## src/rtl/byte_frame_tx_pkg.sv

```systemverilog
// Shared constants, state encoding and FIFO entry layout for byte_frame_tx.
// BYTE_FRAME_TX_FCS_EN adds the FCS state to the state encoding.
package byte_frame_tx_pkg;

    localparam logic [7:0]  PREAMBLE_BYTE = 8'h55;
    localparam logic [7:0]  SFD_BYTE      = 8'hD5;
    localparam int unsigned PREAMBLE_LEN  = 7;

    typedef enum logic [2:0] {
        ST_IDLE = 3'd0,
        ST_PRE  = 3'd1,
        ST_SFD  = 3'd2,
        ST_DATA = 3'd3,
`ifdef BYTE_FRAME_TX_FCS_EN
        ST_FCS  = 3'd6,
`endif
        ST_DROP = 3'd4,
        ST_IFG  = 3'd5
    } tx_state_t;

    typedef struct packed {
        logic       last;
        logic [7:0] data;
    } fifo_entry_t;

endpackage

```

## src/rtl/byte_frame_tx_if.sv

```systemverilog
// Upstream valid/ready byte stream with end-of-frame marker.
interface byte_frame_tx_if;

    logic [7:0] s_data;
    logic       s_valid;
    logic       s_last;
    logic       s_ready;

    modport master (output s_data, output s_valid, output s_last, input s_ready);
    modport slave  (input s_data, input s_valid, input s_last, output s_ready);

endinterface

```

## src/rtl/byte_tx_fifo.sv

```systemverilog
// Synchronous show-ahead FIFO of {last, data} entries; DEPTH must be a power of two.
module byte_tx_fifo
    import byte_frame_tx_pkg::*;
#(
    parameter int unsigned DEPTH = 16
) (
    input  logic        clk,
    input  logic        rst,
    input  logic        i_wr,
    input  fifo_entry_t i_wr_data,
    input  logic        i_rd,
    output fifo_entry_t o_rd_data,
    output logic        o_full,
    output logic        o_empty
);

    localparam int unsigned AW = $clog2(DEPTH);
    localparam int unsigned CW = AW + 1;

    fifo_entry_t   r_mem [DEPTH];
    logic [AW-1:0] r_wr_ptr;
    logic [AW-1:0] r_rd_ptr;
    logic [CW-1:0] r_count;
    logic          w_wr;
    logic          w_rd;

    // A write on a full FIFO is only legal when a pop frees the slot in the same cycle.
    assign w_rd      = i_rd && !o_empty;
    assign w_wr      = i_wr && (!o_full || w_rd);
    assign o_full    = (r_count == CW'(DEPTH));
    assign o_empty   = (r_count == '0);
    assign o_rd_data = r_mem[r_rd_ptr];

    // Storage array, no reset needed.
    always_ff @(posedge clk) begin
        if (w_wr) begin
            r_mem[r_wr_ptr] <= i_wr_data;
        end
    end

    // Pointer and occupancy tracking.
    always_ff @(posedge clk) begin
        if (rst) begin
            r_wr_ptr <= '0;
            r_rd_ptr <= '0;
            r_count  <= '0;
        end else begin
            if (w_wr) begin
                r_wr_ptr <= r_wr_ptr + 1'b1;
            end
            if (w_rd) begin
                r_rd_ptr <= r_rd_ptr + 1'b1;
            end
            case ({w_wr, w_rd})
                2'b10:   r_count <= r_count + 1'b1;
                2'b01:   r_count <= r_count - 1'b1;
                default: r_count <= r_count;
            endcase
        end
    end

endmodule

```

## src/rtl/byte_frame_tx.sv

```systemverilog
// Byte-stream frame transmitter: buffers payload, sends preamble/SFD/payload, then an IFG.
// Define BYTE_FRAME_TX_FCS_EN to append an XOR FCS byte after each complete frame.
module byte_frame_tx
    import byte_frame_tx_pkg::*;
#(
    parameter int unsigned FIFO_DEPTH = 16,
    parameter int unsigned IFG_CYCLES = 12
) (
    input  logic             clk,
    input  logic             rst,
    byte_frame_tx_if.slave   s_if,
    output logic [7:0]       txd,
    output logic             tx_en,
    output logic             busy,
    output logic             frame_done,
    output logic             underrun
);

    localparam int unsigned FC_W    = $clog2(FIFO_DEPTH + 1);
    localparam int unsigned CNT_MAX = (IFG_CYCLES > PREAMBLE_LEN) ? IFG_CYCLES : PREAMBLE_LEN;
    localparam int unsigned CNT_W   = $clog2(CNT_MAX + 1);

    tx_state_t       r_state;
    logic [CNT_W-1:0] r_cnt;
    logic [FC_W-1:0] r_frm_cnt;
    logic [7:0]      r_txd;
    logic            r_tx_en;
    logic            r_frame_done;
    logic            r_underrun;
`ifdef BYTE_FRAME_TX_FCS_EN
    logic [7:0]      r_fcs;
`endif

    fifo_entry_t     w_wr_data;
    fifo_entry_t     w_rd_data;
    logic            w_wr;
    logic            w_pop;
    logic            w_full;
    logic            w_empty;
    logic            w_start;

    assign s_if.s_ready = !w_full;
    assign w_wr         = s_if.s_valid && !w_full;
    assign w_wr_data    = '{last: s_if.s_last, data: s_if.s_data};
    assign w_pop        = ((r_state == ST_DATA) || (r_state == ST_DROP)) && !w_empty;
    // A full FIFO starts a frame without a buffered end so long frames cannot deadlock.
    assign w_start      = (r_frm_cnt != '0) || w_full;

    assign txd        = r_txd;
    assign tx_en      = r_tx_en;
    assign busy       = (r_state != ST_IDLE);
    assign frame_done = r_frame_done;
    assign underrun   = r_underrun;

    byte_tx_fifo #(
        .DEPTH     (FIFO_DEPTH)
    ) u_fifo (
        .clk       (clk),
        .rst       (rst),
        .i_wr      (w_wr),
        .i_wr_data (w_wr_data),
        .i_rd      (w_pop),
        .o_rd_data (w_rd_data),
        .o_full    (w_full),
        .o_empty   (w_empty)
    );

    // Count of complete frames (last-marked entries) held in the FIFO.
    always_ff @(posedge clk) begin
        if (rst) begin
            r_frm_cnt <= '0;
        end else begin
            case ({w_wr && s_if.s_last, w_pop && w_rd_data.last})
                2'b10:   r_frm_cnt <= r_frm_cnt + 1'b1;
                2'b01:   r_frm_cnt <= r_frm_cnt - 1'b1;
                default: r_frm_cnt <= r_frm_cnt;
            endcase
        end
    end

    // Transmit FSM with registered link outputs; outputs default to idle every cycle.
    always_ff @(posedge clk) begin
        if (rst) begin
            r_state      <= ST_IDLE;
            r_cnt        <= '0;
            r_txd        <= '0;
            r_tx_en      <= 1'b0;
            r_frame_done <= 1'b0;
            r_underrun   <= 1'b0;
`ifdef BYTE_FRAME_TX_FCS_EN
            r_fcs        <= '0;
`endif
        end else begin
            r_txd        <= '0;
            r_tx_en      <= 1'b0;
            r_frame_done <= 1'b0;
            r_underrun   <= 1'b0;
            case (r_state)
                ST_IDLE: begin
                    if (w_start) begin
                        r_state <= ST_PRE;
                        r_cnt   <= '0;
                    end
                end
                ST_PRE: begin
                    r_txd   <= PREAMBLE_BYTE;
                    r_tx_en <= 1'b1;
                    r_cnt   <= r_cnt + 1'b1;
                    if (r_cnt == CNT_W'(PREAMBLE_LEN - 1)) begin
                        r_state <= ST_SFD;
                    end
                end
                ST_SFD: begin
                    r_txd   <= SFD_BYTE;
                    r_tx_en <= 1'b1;
`ifdef BYTE_FRAME_TX_FCS_EN
                    r_fcs   <= '0;
`endif
                    r_state <= ST_DATA;
                end
                ST_DATA: begin
                    if (!w_empty) begin
                        r_txd   <= w_rd_data.data;
                        r_tx_en <= 1'b1;
`ifdef BYTE_FRAME_TX_FCS_EN
                        r_fcs   <= r_fcs ^ w_rd_data.data;
                        if (w_rd_data.last) begin
                            r_state <= ST_FCS;
                        end
`else
                        if (w_rd_data.last) begin
                            r_frame_done <= 1'b1;
                            r_state      <= ST_IFG;
                            r_cnt        <= '0;
                        end
`endif
                    end else begin
                        // Source fell behind mid-frame: abort and flush the rest of it.
                        r_underrun <= 1'b1;
                        r_state    <= ST_DROP;
                    end
                end
`ifdef BYTE_FRAME_TX_FCS_EN
                ST_FCS: begin
                    r_txd        <= r_fcs;
                    r_tx_en      <= 1'b1;
                    r_frame_done <= 1'b1;
                    r_state      <= ST_IFG;
                    r_cnt        <= '0;
                end
`endif
                ST_DROP: begin
                    if (w_pop && w_rd_data.last) begin
                        r_state <= ST_IFG;
                        r_cnt   <= '0;
                    end
                end
                ST_IFG: begin
                    r_cnt <= r_cnt + 1'b1;
                    if (r_cnt == CNT_W'(IFG_CYCLES - 1)) begin
                        r_state <= ST_IDLE;
                    end
                end
                default: begin
                    r_state <= ST_IDLE;
                end
            endcase
        end
    end

endmodule

```

## src/flat_wrapper.sv

```systemverilog
// flat-port wrapper written by rule: the top's interface ports become plain ports
module byte_frame_tx_flat import byte_frame_tx_pkg::*;
#(
    parameter int unsigned FIFO_DEPTH = 16,
    parameter int unsigned IFG_CYCLES = 12
)
  (clk, rst, txd, tx_en, busy, frame_done, underrun, s_if_s_data, s_if_s_valid, s_if_s_last, s_if_s_ready);
  byte_frame_tx_if s_if_i ();
  input  logic clk;
  input  logic rst;
  output logic [7:0] txd;
  output logic tx_en;
  output logic busy;
  output logic frame_done;
  output logic underrun;
  input wire logic [$bits(s_if_i.s_data)-1:0] s_if_s_data;
  input wire logic [$bits(s_if_i.s_valid)-1:0] s_if_s_valid;
  input wire logic [$bits(s_if_i.s_last)-1:0] s_if_s_last;
  output wire logic [$bits(s_if_i.s_ready)-1:0] s_if_s_ready;
  assign s_if_i.s_data = s_if_s_data;
  assign s_if_i.s_valid = s_if_s_valid;
  assign s_if_i.s_last = s_if_s_last;
  assign s_if_s_ready = s_if_i.s_ready;
  byte_frame_tx #(.FIFO_DEPTH(FIFO_DEPTH), .IFG_CYCLES(IFG_CYCLES)) u_core (.clk(clk), .rst(rst), .s_if(s_if_i), .txd(txd), .tx_en(tx_en), .busy(busy), .frame_done(frame_done), .underrun(underrun));
endmodule
```

## config.mk

```make
export PLATFORM = sky130hd
export DESIGN_NAME = byte_frame_tx_flat
export DESIGN_NICKNAME = d
export VERILOG_FILES = /design/src/rtl/byte_frame_tx_pkg.sv /design/src/rtl/byte_frame_tx_if.sv /design/src/rtl/byte_tx_fifo.sv /design/src/rtl/byte_frame_tx.sv /design/src/flat_wrapper.sv
export SDC_FILE = /design/constraint.sdc
export NUM_CORES = 1
export LEC_CHECK = 0
export BUFFER_PORTS_ARGS = -buffer_cell sky130_fd_sc_hd__buf_2
export CAP_MARGIN = 20
export CELL_PAD_IN_SITES_DETAIL_PLACEMENT = 2
export CELL_PAD_IN_SITES_GLOBAL_PLACEMENT = 2
export CORE_ASPECT_RATIO = 2
export CORE_MARGIN = 4
export CORE_UTILIZATION = 41
export CTS_CLUSTER_DIAMETER = 50
export CTS_CLUSTER_SIZE = 14
export DETAILED_ROUTE_END_ITERATION = 10
export HOLD_SLACK_MARGIN = 0.05
export PLACE_DENSITY_LB_ADDON = 0.1
export SKIP_LAST_GASP = 1
export SYNTH_ARGS = -nofsm -noshare
export SYNTH_HDL_FRONTEND = slang
export SYNTH_HIERARCHICAL = 1
export SYNTH_SLANG_ARGS = --single-unit
export TNS_END_PERCENT = 5
```

## constraint.sdc

```tcl
create_clock -name clk -period 3.2 [get_ports clk]
set_input_delay 0.64 -clock clk [delete_from_list [all_inputs] [get_ports clk]]
set_output_delay 0.64 -clock clk [all_outputs]
set_load 0.03 [all_outputs]
```

==> impl_metrics.ini <==
[run_status]
outcome = complete, no violations

[floorplan]
start_util_pct = 41.8
dieArea_um2 = 21000
die_h_um = 201
std_cell_rows = 70
die_x_um = 105
ios = 25
fp.coreArea_um2 = 18300

[placement]
place_congestion = 0.752
placed_cell_area_um2 = 8220
port_buffers = 24
dp_hpwl_mm = 14.2
dp_slack_ps = 142

[clock_network]
clk_latency_ps = 430
ctsRootBufferMaster = clkbuf_16
cts_setup_buffers = 0
cts-htree-levels = 4
clockBufferDepth = 2
ctsHoldBuffers = 0
cts.sinks = 184
cts_buffers = 17
cts_resized = 0
cts_tree = done
clk_pin_slew_ps = 60

[sta]
period_minus_slack_ps = 3000
max_slew_margin_pct = 25.5
fin_hold_ws_ps = 503
clock.fmax_ghz = 0.333
final.setup_skew_ps = 10.1
worst_slew_pin_slew_ps = 1110
rsz0062_at_grt = false
finalCritPeriodShare_pct = 93.8
fin_ws_ps = 197
slew_viol_final = 0
setup_viol = 0
finalHoldViolations = 0

[grt]
antenna_found_initial = 0
overflow = 0
grt_first_pass_wirelength_mm = 31.2
grt.total_usage_pct = 20.3
grt_max_degree = 17
grt_pass1_vias = 4944

[worst_hold_path]
hold_depth = 1
hold_path.startpoint = s_if_s_last
worstHoldEndpoint = u_core/u_fifo/r_mem[2][8]
min_path_type = in2reg

[routing]
dr.pass1.iters = 4
vias_per_cell = 5.74
via_count = 4411
drt_wl_total_mm = 20.5
drtAntennaViolNets = 0
wire_per_inst_um = 26.7
drc_errors = 0
drt_iter0_markers = 199

[finish]
final_common_cell = edfxtp_1
antennaDiodeCount = 0
drive_gt1_share_pct = 26.9
final_area_um2 = 8890
area_growth_pct = 16.3
nNetsFinal = 567
layout_common_cells = edfxtp_1, dfxtp_1, mux4_2, nor2_1, buf_4

[critical_path]
crit_path_end_kind = flop
worst_ep_arrival_time_ps = 3320
path_class = reg2reg
slowest_stage = mux4_2
cp_max_fo = 7
path_delay_family = multiplexers
cp_data_required_time_ps = 3510
rr_worst_depth = 12
path_cells = mux4_2, a22oi_1, nand2_1, or2b_2, nor2_1, ha_1, xor2_1, ha_1, nor3_1, o21ai_0, nand3_1, mux2_2
crit_buf_inv = 0
slowest_delay_ps = 530
critPathLaunchType = flop
rr_endpoint = u_core/r_frm_cnt[4]
crit_path_frequent_cell = ha_1
regToRegSetupSlack_ps = 200

[power]
power_mw = 5.88
powerDensity_nw_per_um2 = 662
p_leak_nw = 3.06
peakVddDrop_mv = 0.418

[yosys]
syn_inst = 487
synth_warnings = 6
synth_area_um2 = 7650
avgSynthCellArea_um2 = 15.7
async_reset_ff_share_pct = 0
ys_ff_latch = 184
synth_edf_count = 144
syn_nets = 514
yosysSeqAreaShare_pct = 67.0
ys_types = 58
synth_ff_type = edfxtp_1

[run]
max_cap_violations = 0
[cell families (layout without fill, tap and decap cells)]
kind of cell,count (synthesis),count (layout),share of synthesized area (%)
mux,44,44,11.7
compound gates,74,74,7.17
xor+xnor,10,10,1.15
buf+inv,41,107,2.36
simple gates,119,119,8.07
fa+ha+maj,15,15,2.55
flops,184,184,67.0
[state kept, by name, indices dropped and copies added (netlist names), named ones only]
signal,flops
u_core/r_state,3
u_core/u_fifo/r_count,5
u_core/txd,8
u_core/tx_en,1
u_core/r_cnt,4
u_core/u_fifo/r_wr_ptr,4
u_core/u_fifo/r_rd_ptr,4
u_core/r_frm_cnt,5
u_core/underrun,1
u_core/frame_done,1
u_core/u_fifo/r_mem,144
[worst register-to-register path, stage by stage (launching register included)]
cell     delay, ps
dfxtp_2        440
mux4_2         530
a22oi_1        230
nand2_1        120
or2b_2         180
nor2_1          50
ha_1           250
xor2_1         160
ha_1           230
nor3_1         130
o21ai_0        120
nand3_1        100
mux2_2         330
[per-layer routing]
metal  track usage (%)  vias up  wire (um)
met5                 0        -          0
met4              5.61        0        244
met3              3.18       16        533
met2              40.9       70      12600
met1              21.0     2332       7200
li1                  -     1993          -
[cell usage after synthesis (7+ instances only)]
| cell type | instances | share of area [%] |
|---|---|---|
| nand3_1 | 8 | 0.52 |
| clkbuf_1 | 11 | 0.54 |
| mux4_2 | 36 | 11 |
| and2_1 | 8 | 0.65 |
| buf_2 | 9 | 0.59 |
| edfxtp_1 | 144 | 57 |
| inv_1 | 16 | 0.79 |
| nor2_1 | 35 | 1.7 |
| xor2_1 | 7 | 0.80 |
| nor2b_1 | 8 | 0.65 |
| o21a_1 | 10 | 0.98 |
| dfxtp_1 | 40 | 10 |
| nand2_1 | 20 | 0.98 |
| ha_1 | 14 | 2.3 |
| a21oi_1 | 9 | 0.59 |
| a22oi_1 | 19 | 1.9 |
| nor3_1 | 8 | 0.52 |
| o21ai_0 | 12 | 0.79 |
[through the flow]
stage | TNS [ps] | util, % | instances
after floorplan | -3.25 | - | 487
after global placement | 0 | 44.9 | 734
after detailed placement | 0 | 44.9 | 734
after CTS | 0 | 48.3 | 766
after global routing | 0 | 48.6 | 769
final | 0 | 48.6 | 769
[worst max path at each step]
stage | depth (start not counted) | to | slack, ps | start
5_1_grt | 12 | u_core/r_frm_cnt[4] | 8 | flop
3_3_place_gp | 12 | u_core/r_frm_cnt[4] | 270 | flop
2_1_floorplan | 15 | u_core/r_frm_cnt[4] | -3 | flop
6_report | 12 | u_core/r_frm_cnt[4] | 200 | flop
3_5_place_dp | 10 | u_core/u_fifo/r_count[4] | 140 | u_core/u_fifo/r_count[0]
4_1_cts | 10 | u_core/u_fifo/r_count[4] | 140 | u_core/u_fifo/r_count[0]
[layout make-up]
cell class,count,area [um^2]
inverter,17,63.8
tap,216,270
clock buffer,20,467
timing repair buffer,58,387
clock inverter,12,165
multi-input combinational,262,2410
fill,1680,9420
sequential,184,5130
[report_power, final]
part           switching, mW  internal [mW]  leakage, nW
combinational          0.571          0.347         1.13
sequential            0.0622           2.68         1.63
clock                  0.925           1.30        0.299
total                   1.56           4.33         3.06
Power figures use the tool's default switching activity.
